===== src/rtl/tug_referee.sv =====
// -----------------------------------------------------------------------------
// tug_referee
//
// Round controller for the tug-of-war game. Sequences each round through
// IDLE -> READY (countdown) -> PLAY -> VICTORY (cheer) -> IDLE, arbitrates
// the two players' push pulses onto a 7-position rope marker, and flags
// the winner to the cheer/LED back end. All phase timing is counted in
// ticks of the shared slowen enable.
//
// Ports:
//   clk      in   system clock, rising-edge active
//   rst      in   asynchronous active-low reset
//   slowen   in   one-clk slow tick enable (countdown and cheer timing)
//   start    in   one-clk round-start pulse, honoured only in IDLE
//   pushL    in   left player push pulse (synchronised, one-pulsed)
//   pushR    in   right player push pulse (synchronised, one-pulsed)
//   score    out  [6:0] one-hot rope marker, bit6 = left end, bit0 = right end
//   wingame  out  one-clk pulse on entry to VICTORY
//   winner   out  0 = left won, 1 = right won; held until the next victory
//   phase    out  [1:0] 00 IDLE, 01 READY, 10 PLAY, 11 VICTORY
// -----------------------------------------------------------------------------
module tug_referee #(
    parameter int READY_TICKS = 4,  // slowen ticks of countdown (1..15)
    parameter int CHEER_TICKS = 8   // slowen ticks of victory cheer (1..15)
) (
    input  logic       clk,
    input  logic       rst,
    input  logic       slowen,
    input  logic       start,
    input  logic       pushL,
    input  logic       pushR,
    output logic [6:0] score,
    output logic       wingame,
    output logic       winner,
    output logic [1:0] phase
);

    typedef enum logic [1:0] {
        PH_IDLE    = 2'b00,
        PH_READY   = 2'b01,
        PH_PLAY    = 2'b10,
        PH_VICTORY = 2'b11
    } phase_t;

    localparam logic [2:0] POS_CENTRE = 3'd3;
    localparam logic [2:0] POS_LEFT   = 3'd6;
    localparam logic [2:0] POS_RIGHT  = 3'd0;
    localparam logic [3:0] READY_LIM  = 4'(READY_TICKS);
    localparam logic [3:0] CHEER_LIM  = 4'(CHEER_TICKS);

    phase_t     r_phase;
    logic [2:0] r_pos;
    logic [3:0] r_cnt;
    logic [6:0] r_score;
    logic       r_wingame;
    logic       r_winner;

    phase_t     w_phase_nxt;
    logic [2:0] w_pos_nxt;
    logic [3:0] w_cnt_nxt;
    logic       w_wingame_nxt;
    logic       w_winner_nxt;

    logic       w_only_l;
    logic       w_only_r;
    logic [3:0] w_cnt_inc;
    logic       w_in_round;

    // Simultaneous pushes cancel, so only a lone push ever moves the rope.
    assign w_only_l   = pushL & ~pushR;
    assign w_only_r   = pushR & ~pushL;
    assign w_cnt_inc  = r_cnt + 4'd1;
    assign w_in_round = (r_phase == PH_READY) || (r_phase == PH_PLAY);

    // -------------------------------------------------------------------------
    // Next-state and next-output logic
    // -------------------------------------------------------------------------
    always_comb begin
        // NOTE: every signal gets a default before the case so that no path
        // leaves one unassigned, which would otherwise infer a latch.
        w_phase_nxt   = r_phase;
        w_pos_nxt     = r_pos;
        w_cnt_nxt     = r_cnt;
        w_wingame_nxt = 1'b0;
        w_winner_nxt  = r_winner;

        case (r_phase)
            PH_IDLE: begin
                if (start) begin
                    w_phase_nxt = PH_READY;
                    w_cnt_nxt   = 4'd0;
                    w_pos_nxt   = POS_CENTRE;
                end
            end

            PH_READY: begin
                // A false start hands the opponent one step.
                if (w_only_l) begin
                    w_pos_nxt = r_pos - 3'd1;
                end else if (w_only_r) begin
                    w_pos_nxt = r_pos + 3'd1;
                end
                if (slowen) begin
                    if (w_cnt_inc == READY_LIM) begin
                        w_phase_nxt = PH_PLAY;
                        w_cnt_nxt   = 4'd0;
                    end else begin
                        w_cnt_nxt = w_cnt_inc;
                    end
                end
            end

            PH_PLAY: begin
                if (w_only_l) begin
                    w_pos_nxt = r_pos + 3'd1;
                end else if (w_only_r) begin
                    w_pos_nxt = r_pos - 3'd1;
                end
            end

            PH_VICTORY: begin
                if (slowen) begin
                    if (w_cnt_inc == CHEER_LIM) begin
                        w_phase_nxt = PH_IDLE;
                        w_pos_nxt   = POS_CENTRE;
                        w_cnt_nxt   = 4'd0;
                    end else begin
                        w_cnt_nxt = w_cnt_inc;
                    end
                end
            end

            default: begin
                w_phase_nxt = PH_IDLE;
                w_pos_nxt   = POS_CENTRE;
                w_cnt_nxt   = 4'd0;
            end
        endcase

        // Reaching an end overrides the countdown expiry decided above. The
        // rope only moves in READY/PLAY and those phases only ever hold
        // positions 1..5, so pos cannot step past either end.
        if (w_in_round && ((w_pos_nxt == POS_LEFT) || (w_pos_nxt == POS_RIGHT))) begin
            w_phase_nxt   = PH_VICTORY;
            w_cnt_nxt     = 4'd0;
            w_wingame_nxt = 1'b1;
            w_winner_nxt  = (w_pos_nxt == POS_RIGHT);
        end
    end

    // -------------------------------------------------------------------------
    // State registers
    // -------------------------------------------------------------------------
    always_ff @(posedge clk or negedge rst) begin
        if (!rst) begin
            r_phase   <= PH_IDLE;
            r_pos     <= POS_CENTRE;
            r_cnt     <= 4'd0;
            r_score   <= 7'b0001000;
            r_wingame <= 1'b0;
            r_winner  <= 1'b0;
        end else begin
            // NOTE: non-blocking assignments so every register samples the
            // pre-edge values, independent of statement order.
            r_phase   <= w_phase_nxt;
            r_pos     <= w_pos_nxt;
            r_cnt     <= w_cnt_nxt;
            r_score   <= 7'b0000001 << w_pos_nxt;
            r_wingame <= w_wingame_nxt;
            r_winner  <= w_winner_nxt;
        end
    end

    assign score   = r_score;
    assign wingame = r_wingame;
    assign winner  = r_winner;
    assign phase   = r_phase;

endmodule


===== config.mk =====
export PLATFORM = sky130hd
export DESIGN_NAME = tug_referee
export DESIGN_NICKNAME = d
export VERILOG_FILES = /design/src/rtl/tug_referee.sv
export SDC_FILE = /design/constraint.sdc
export NUM_CORES = 1
export LEC_CHECK = 0
export CAP_MARGIN = 20
export CORE_MARGIN = 10
export CORE_UTILIZATION = 45
export DETAILED_ROUTE_END_ITERATION = 10
export MAX_ROUTING_LAYER = met4
export PLACE_DENSITY = 0.74
export SYNTH_ARGS = -nofsm -noshare
export SYNTH_HDL_FRONTEND = slang
export SYNTH_SLANG_ARGS = --single-unit

===== constraint.sdc =====
create_clock -name clk -period 1.9 [get_ports clk]
set_input_delay 0.19 -clock clk [delete_from_list [all_inputs] [get_ports clk]]
set_output_delay 0.19 -clock clk [all_outputs]
set_load 0.02 [all_outputs]

==> flow_metrics.py, run 1 <==
metrics = {
    "logic_synthesis": {
        "yosysUniqueCellTypes": 48,
        "synthTopCellsByArea": "dfrtp_1, ha_1, dfstp_2",
        "yosysSeqAreaShare_pct": 35.62,
        "syn_area_per_cell_um2": 9.239,
        "ys_warn_count": 0,
        "synth_fp_nets": 152,
        "synth_top_area_cell": "dfrtp_1",
        "synth_edf_count": 0,
        "synth.cell_area_um2": 1275,
        "synth_flop_cell": "dfrtp_1",
        "synth_top_area_share_pct": 29.44,
        "postSynthCellCount": 138,
        "ys_seq_elements": 18,
        "async_reset_ff_share_pct": 100.0,
    },
    "timing": {
        "maxSlewViolCount": 0,
        "finalCritPeriodShare_pct": 117.9,
        "fmax_mhz": 446.5,
        "fin_hold_ws_ps": 199.4,
        "hold_viol": 0,
        "fin_skew_ps": 4.802,
        "setup_ws_ps": -339.7,
        "setup_viol": 17,
        "fin_crit_ps": 2240,
        "timing.slew.headroom_pct": 74.70,
        "rsz0062_at_grt": "yes",
        "tightestPinTransition_ps": 374.3,
    },
    "placed_design": {
        "io_buffers": 16,
        "placed_area_um2": 1750,
        "dp_hpwl_um": 2587,
        "gp_congestion": 0.8220,
    },
    "power": {
        "total_power_mw": 4.087,
        "powerDensity_nw_per_um2": 2049,
        "leakage_nw": 0.8917,
        "vdd_drop_max_uv": 1830,
    },
    "global_routing": {
        "grt_pass1_wl_um": 5996,
        "antenna_found_initial": 0,
        "grt_overflow": 0,
        "grt_max_degree": 19,
        "grt_pass1_vias": 1347,
        "gr-usage-all-layers_pct": 14.06,
    },
    "layout": {
        "nets": 212,
        "fin_area_um2": 1994,
        "drive_gt1_share_pct": 45.18,
        "antenna_cells": 0,
        "multi_input_area_um2": 889.6,
        "seqCellArea_um2": 456.7,
        "syn_to_final_growth_pct": 56.43,
        "nFillCells": 176,
    },
    "worst_setup_path": {
        "critPathMaxFanout": 7,
        "r2r-start": "phase[0]",
        "startpoint": "phase[0]",
        "start_kind": "flip-flop",
        "r2r_end": "phase[1]",
        "worstSetupEndpointType": "flip-flop",
        "regToRegSetupSlack_ps": -340,
        "worstPathRequired_ps": 2070,
        "crit_arrival_ps": 2410,
        "critical_path_class": "reg -> reg",
        "reg2reg_depth": 7,
    },
    "clock_tree": {
        "cts_inserted_buffers": 3,
        "cts.path.max_buffers": 2,
        "root_buffer": "clkbuf_4",
        "cts_sinks": 18,
        "clkLatencyLatePin_ps": 300,
        "cts_tree": "built",
        "clk_pin_slew_worst_paths_ps": 110,
        "htree_num_levels": 1,
    },
    "hold_path": {
        "hp-class": "in -> async",
    },
    "route": {
        "wl_per_cell_um": 17.60,
        "vias": 1327,
        "drt-vias-per-instance": 5.820,
        "first_pass_iters": 4,
        "postRouteAntennaNets": 0,
        "drc": 0,
        "drt_iter0_markers": 170,
        "finalWirelength_um": 4012,
    },
    "die": {
        "fp.dieH_um": 73.23,
        "die_area_um2": 5363,
        "initial_core_util_pct": 46.64,
        "num_io_pins": 17,
        "core_um2": 2734,
        "die_x_um": 73.23,
        "rows": 19,
    },
    "outcome": {
        "status": "finished with violations",
        "failed_checks": "setup timing",
    },
    "run": {
        "maxCapViolCount": 0,
    },
}
==> worst max-delay path, stage by stage, from the launching register on <==
cell     delay (ps)
dfrtp_2         460
buf_4           160
ha_1            280
nor2_1          250
o21ai_0         200
a21o_2          290
nor3_1          330
o22ai_2         140
==> sequential cells by signal, summed over array words and instances (netlist names) <==
name     cells
r_cnt        4
score        7
winner       1
r_pos        3
phase        2
wingame      1
==> cells in the mapped netlist (all sizes together) (2+ instances only) <==
| cell | number |
|---|---|
| dfrtp | 15 |
| a21oi | 14 |
| inv | 10 |
| nor2 | 9 |
| ha | 8 |
| nand2 | 8 |
| nor3 | 6 |
| o21ai | 6 |
| buf | 4 |
| nand3 | 4 |
| xor2 | 4 |
| a21o | 3 |
| a31o | 3 |
| dfstp | 3 |
| nand2b | 3 |
| o31ai | 3 |
| a41o | 2 |
| and2 | 2 |
| mux2i | 2 |
| nor2b | 2 |
| o211ai | 2 |
| o22ai | 2 |
| o31a | 2 |
| xnor2 | 2 |
==> per-stage QoR <==
stage	setup TNS, ps	worst slack [ps]	instances	util [%]
final	-3698	-339.7	228	72.95
after CTS	-2777	-223.9	223	68.70
after global placement	-1893	-186.3	213	64.03
after detailed placement	-2768	-278.0	213	64.03
after floorplan	-979.3	-111.2	138	-
after global routing	-4848	-365.2	228	72.95
==> layer usage <==
layer / vias up / track usage (%) / share of wire (%) / wire, um
li1: 617 / - / - / -
met3: 11 / 2.313 / 3.9 / 157
met1: 639 / 15.98 / 43 / 1739
met5: - / - / 0 / 0
met2: 60 / 23.11 / 51 / 2036
met4: 0 / 7.173 / 2.0 / 79
==> cell type report <==
type,instances,share of cell area [%]
clock buffer,4,1.819
multi-input combinational,105,44.60
sequential,18,22.90
timing repair buffer,59,26.29
tap,31,1.945
inverter,11,2.447
==> how the worst max path moves through the flow <==
| stage | to | slack [ps] | cells after the start |
|---|---|---|---|
| 6_report | phase[1] | -340 | 7 |
| 5_1_grt | phase[1] | -370 | 7 |
| 4_1_cts | score[5] | -220 | 8 |
| 3_5_place_dp | r_cnt[3] | -280 | 8 |
| 3_3_place_gp | r_cnt[1] | -190 | 8 |
| 2_1_floorplan | score[3] | -110 | 10 |
==> cells in the final DEF (no fill, tap or decap), drive strengths merged, types with 3 or more instances in the layout <==
cell	n
ha	8
nor2	9
clkbuf	4
nor3	6
nand3	4
a21oi	14
o21ai	6
buf	42
a31o	3
nand2b	3
xor2	4
dfrtp	15
clkdlybuf4s50	16
a21o	3
nand2	8
o31ai	3
inv	10
dfstp	3
==> kinds of logic after synthesis <==
group | count (synthesis) | synth area share (%)
adder cells (fa/ha/maj) | 8 | 7.851
flip-flops | 18 | 35.62
XOR/XNOR | 6 | 5.299
multiplexers | 2 | 1.570
AO/OA/AOI/OAI | 43 | 23.55
AND/OR/NAND/NOR | 46 | 19.73
buffers and inverters | 15 | 6.379
==> what timing repair did <==
item / in CTS / in global routing
cloned: 1 / 0
setup buffers: 5 / 5
hold buffers: 0 / 0
setup endpoints to repair: 15 / 18
resized for setup: 7 / 18
pin swaps: 0 / 4
==> where the power goes <==
part	leakage, nW	switching, mW	total (mW)	internal, mW
Combinational	0.651	1.52	3.17	1.66
Clock	0.0210	0.123	0.239	0.117
Sequential	0.219	0.120	0.673	0.553
Total	0.892	1.76	4.09	2.33
(Power assumes the default switching activity.)
==> run 2, diff against run 1 <==
--- a/config.mk
+++ b/config.mk
@@ -6,6 +6,7 @@
 export NUM_CORES = 1
 export LEC_CHECK = 0
 export CAP_MARGIN = 20
+export CORE_ASPECT_RATIO = 0.7
 export CORE_MARGIN = 10
 export CORE_UTILIZATION = 45
 export DETAILED_ROUTE_END_ITERATION = 10
==> flow_metrics.py, run 2 (synthesized netlist as in run 1, its figures left out) <==
metrics = {
    "global_routing": {
        "grt_pass1_wl_um": 5692,
        "gr-usage-all-layers_pct": 12.78,
        "antenna_found_initial": 0,
        "grt_overflow": 0,
        "grt_max_degree": 19,
        "grt_pass1_vias": 1245,
    },
    "die": {
        "die_area_um2": 5396,
        "rows": 16,
        "initial_core_util_pct": 46.15,
        "die_x_um": 83.62,
        "num_io_pins": 17,
        "fp.dieH_um": 64.54,
        "core_um2": 2763,
    },
    "power": {
        "vdd_drop_max_uv": 1101,
        "leakage_nw": 0.8405,
        "powerDensity_nw_per_um2": 1940,
    },
    "worst_setup_path": {
        "r2r-start": "r_pos[1]",
        "crit_arrival_ps": 2350,
        "worstPathRequired_ps": 2040,
        "slowest_delay_ps": 370,
        "start_kind": "flip-flop",
        "worstSetupEndpointType": "flip-flop",
        "critPathMaxFanout": 10,
        "regToRegSetupSlack_ps": -310,
        "critical_path_class": "reg -> reg",
        "reg2reg_depth": 9,
        "r2r_end": "winner",
        "cpMaxStageDelayCell": "dfstp_2",
        "path_cells": "buf_4, ha_1, nand2b_1, a31o_2, a211oi_1, o31a_1, buf_12, a41o_1, o31ai_1",
    },
    "clock_tree": {
        "cts.path.max_buffers": 2,
        "clkLatencyLatePin_ps": 260,
        "cts_inserted_buffers": 3,
        "root_buffer": "clkbuf_8",
        "cts_tree": "built",
        "clk_pin_slew_worst_paths_ps": 70,
        "hold_buffers": 0,
        "htree_num_levels": 1,
        "cts_sinks": 18,
    },
    "route": {
        "wl_per_cell_um": 16.38,
        "drt_iter0_markers": 44,
        "drt-vias-per-instance": 5.540,
        "vias": 1252,
        "postRouteAntennaNets": 0,
        "finalWirelength_um": 3701,
        "drc": 0,
        "first_pass_iters": 4,
    },
    "outcome": {
        "failed_checks": "setup timing",
        "status": "finished with violations",
    },
    "placed_design": {
        "place_ws_ps": -242.1,
        "gp_congestion": 0.9173,
        "dp_hpwl_um": 2694,
        "dp.cells": 218,
        "io_buffers": 16,
    },
    "layout": {
        "antenna_cells": 0,
        "nFillCells": 205,
        "final_common_cell": "buf_4",
        "drive_gt1_share_pct": 38.95,
        "nets": 205,
        "syn_to_final_growth_pct": 48.58,
        "most-common-layout-cells": "buf_4, clkdlybuf4s50_1, a21oi_1, dfrtp_1, nor2_1",
        "largest_reg_flops": 7,
        "fin_cells": 226,
        "multi_input_area_um2": 833.3,
        "seqCellArea_um2": 456.7,
    },
    "timing": {
        "fmax_mhz": 452.5,
        "tightestPinTransition_ps": 405.9,
        "hold_viol": 0,
        "maxSlewViolCount": 0,
        "timing.slew.headroom_pct": 72.56,
        "setup_viol": 17,
        "setup_ws_ps": -310.2,
        "finalCritPeriodShare_pct": 116.3,
        "fin_skew_ps": 6.924,
        "fin_crit_ps": 2210,
        "rsz0062_at_grt": "yes",
    },
    "run": {
        "maxCapViolCount": 0,
    },
    "hold_path": {
        "hp-class": "in -> async",
    },
}
run 2: cell count changes in the layout (fill, tap and decap cells not counted), moves of 3 or more:
cell and delta:
clkbuf_4 -3, nor3_1 +3, a21oi_1 +3, a21oi_2 -3, clkbuf_8 +3, buf_6 +3, buf_4 -9
run 2: worst max-delay path by stage:
stage / slack [ps] / endpoint / depth (start not counted) / from
global route: -380 / r_cnt[1] / 9 / r_pos[1]
global placement: -190 / score[3] / 9 / r_pos[0]
CTS: -240 / score[1] / 9 / r_pos[0]
finish: -310 / winner / 9 / r_pos[1]
floorplan: -110 / score[3] / 10 / phase[0]
detailed placement: -240 / r_cnt[2] / 9 / r_pos[0]
run 2: stage by stage:
stage               utilization, %  hold slack (ps)  setup TNS, ps  power (mW)  area (um^2)
floorplan                        -           -105.6         -979.3       2.215         1334
global placement             63.59            525.3          -2057       3.052         1757
detailed placement           63.59            547.1          -2959       3.139         1757
CTS                          65.94            279.9          -3012       3.498         1822
global route                 68.57            275.4          -5169       3.924         1894
finish                       68.57            267.3          -3913       3.675         1894
run 2: cell type report:
| class | count | share of cell area [%] |
|---|---|---|
| multi-input combinational | 105 | 43.99 |
| timing repair buffer | 52 | 24.17 |
| sequential | 18 | 24.11 |
| clock buffer | 4 | 2.906 |
| inverter | 11 | 2.444 |
| tap | 36 | 2.378 |
run 2: routing by layer:
layer,GRT usage (%),wire length (um),up-vias
met5,-,0,-
met4,3.542,165,0
met3,2.996,179,15
met2,22.52,1833,32
met1,14.28,1523,601
li1,-,-,604
run 2: repair_timing:
action | 4_1_cts | 5_1_grt
buffers inserted | 1 | 3
endpoints found under the setup margin | 17 | 18
gates resized for setup | 3 | 14
pin swaps | 1 | 3
endpoints found under the hold margin | 0 | 0
run 2: worst max-delay path: cells and delay by family (launching register included):
kind / cells / cell delay, ps
AO/OA/AOI/OAI: 5 / 1050
flip-flops: 1 / 370
buffers and inverters: 2 / 290
adder cells (fa/ha/maj): 1 / 220
AND/OR/NAND/NOR: 1 / 160
run 2: power breakdown:
group	leakage (nW)	internal, mW	switching [mW]	total (mW)
Clock	0.0288	0.185	0.137	0.322
Sequential	0.219	0.554	0.115	0.670
Combinational	0.592	1.38	1.30	2.68
Total	0.840	2.12	1.56	3.68
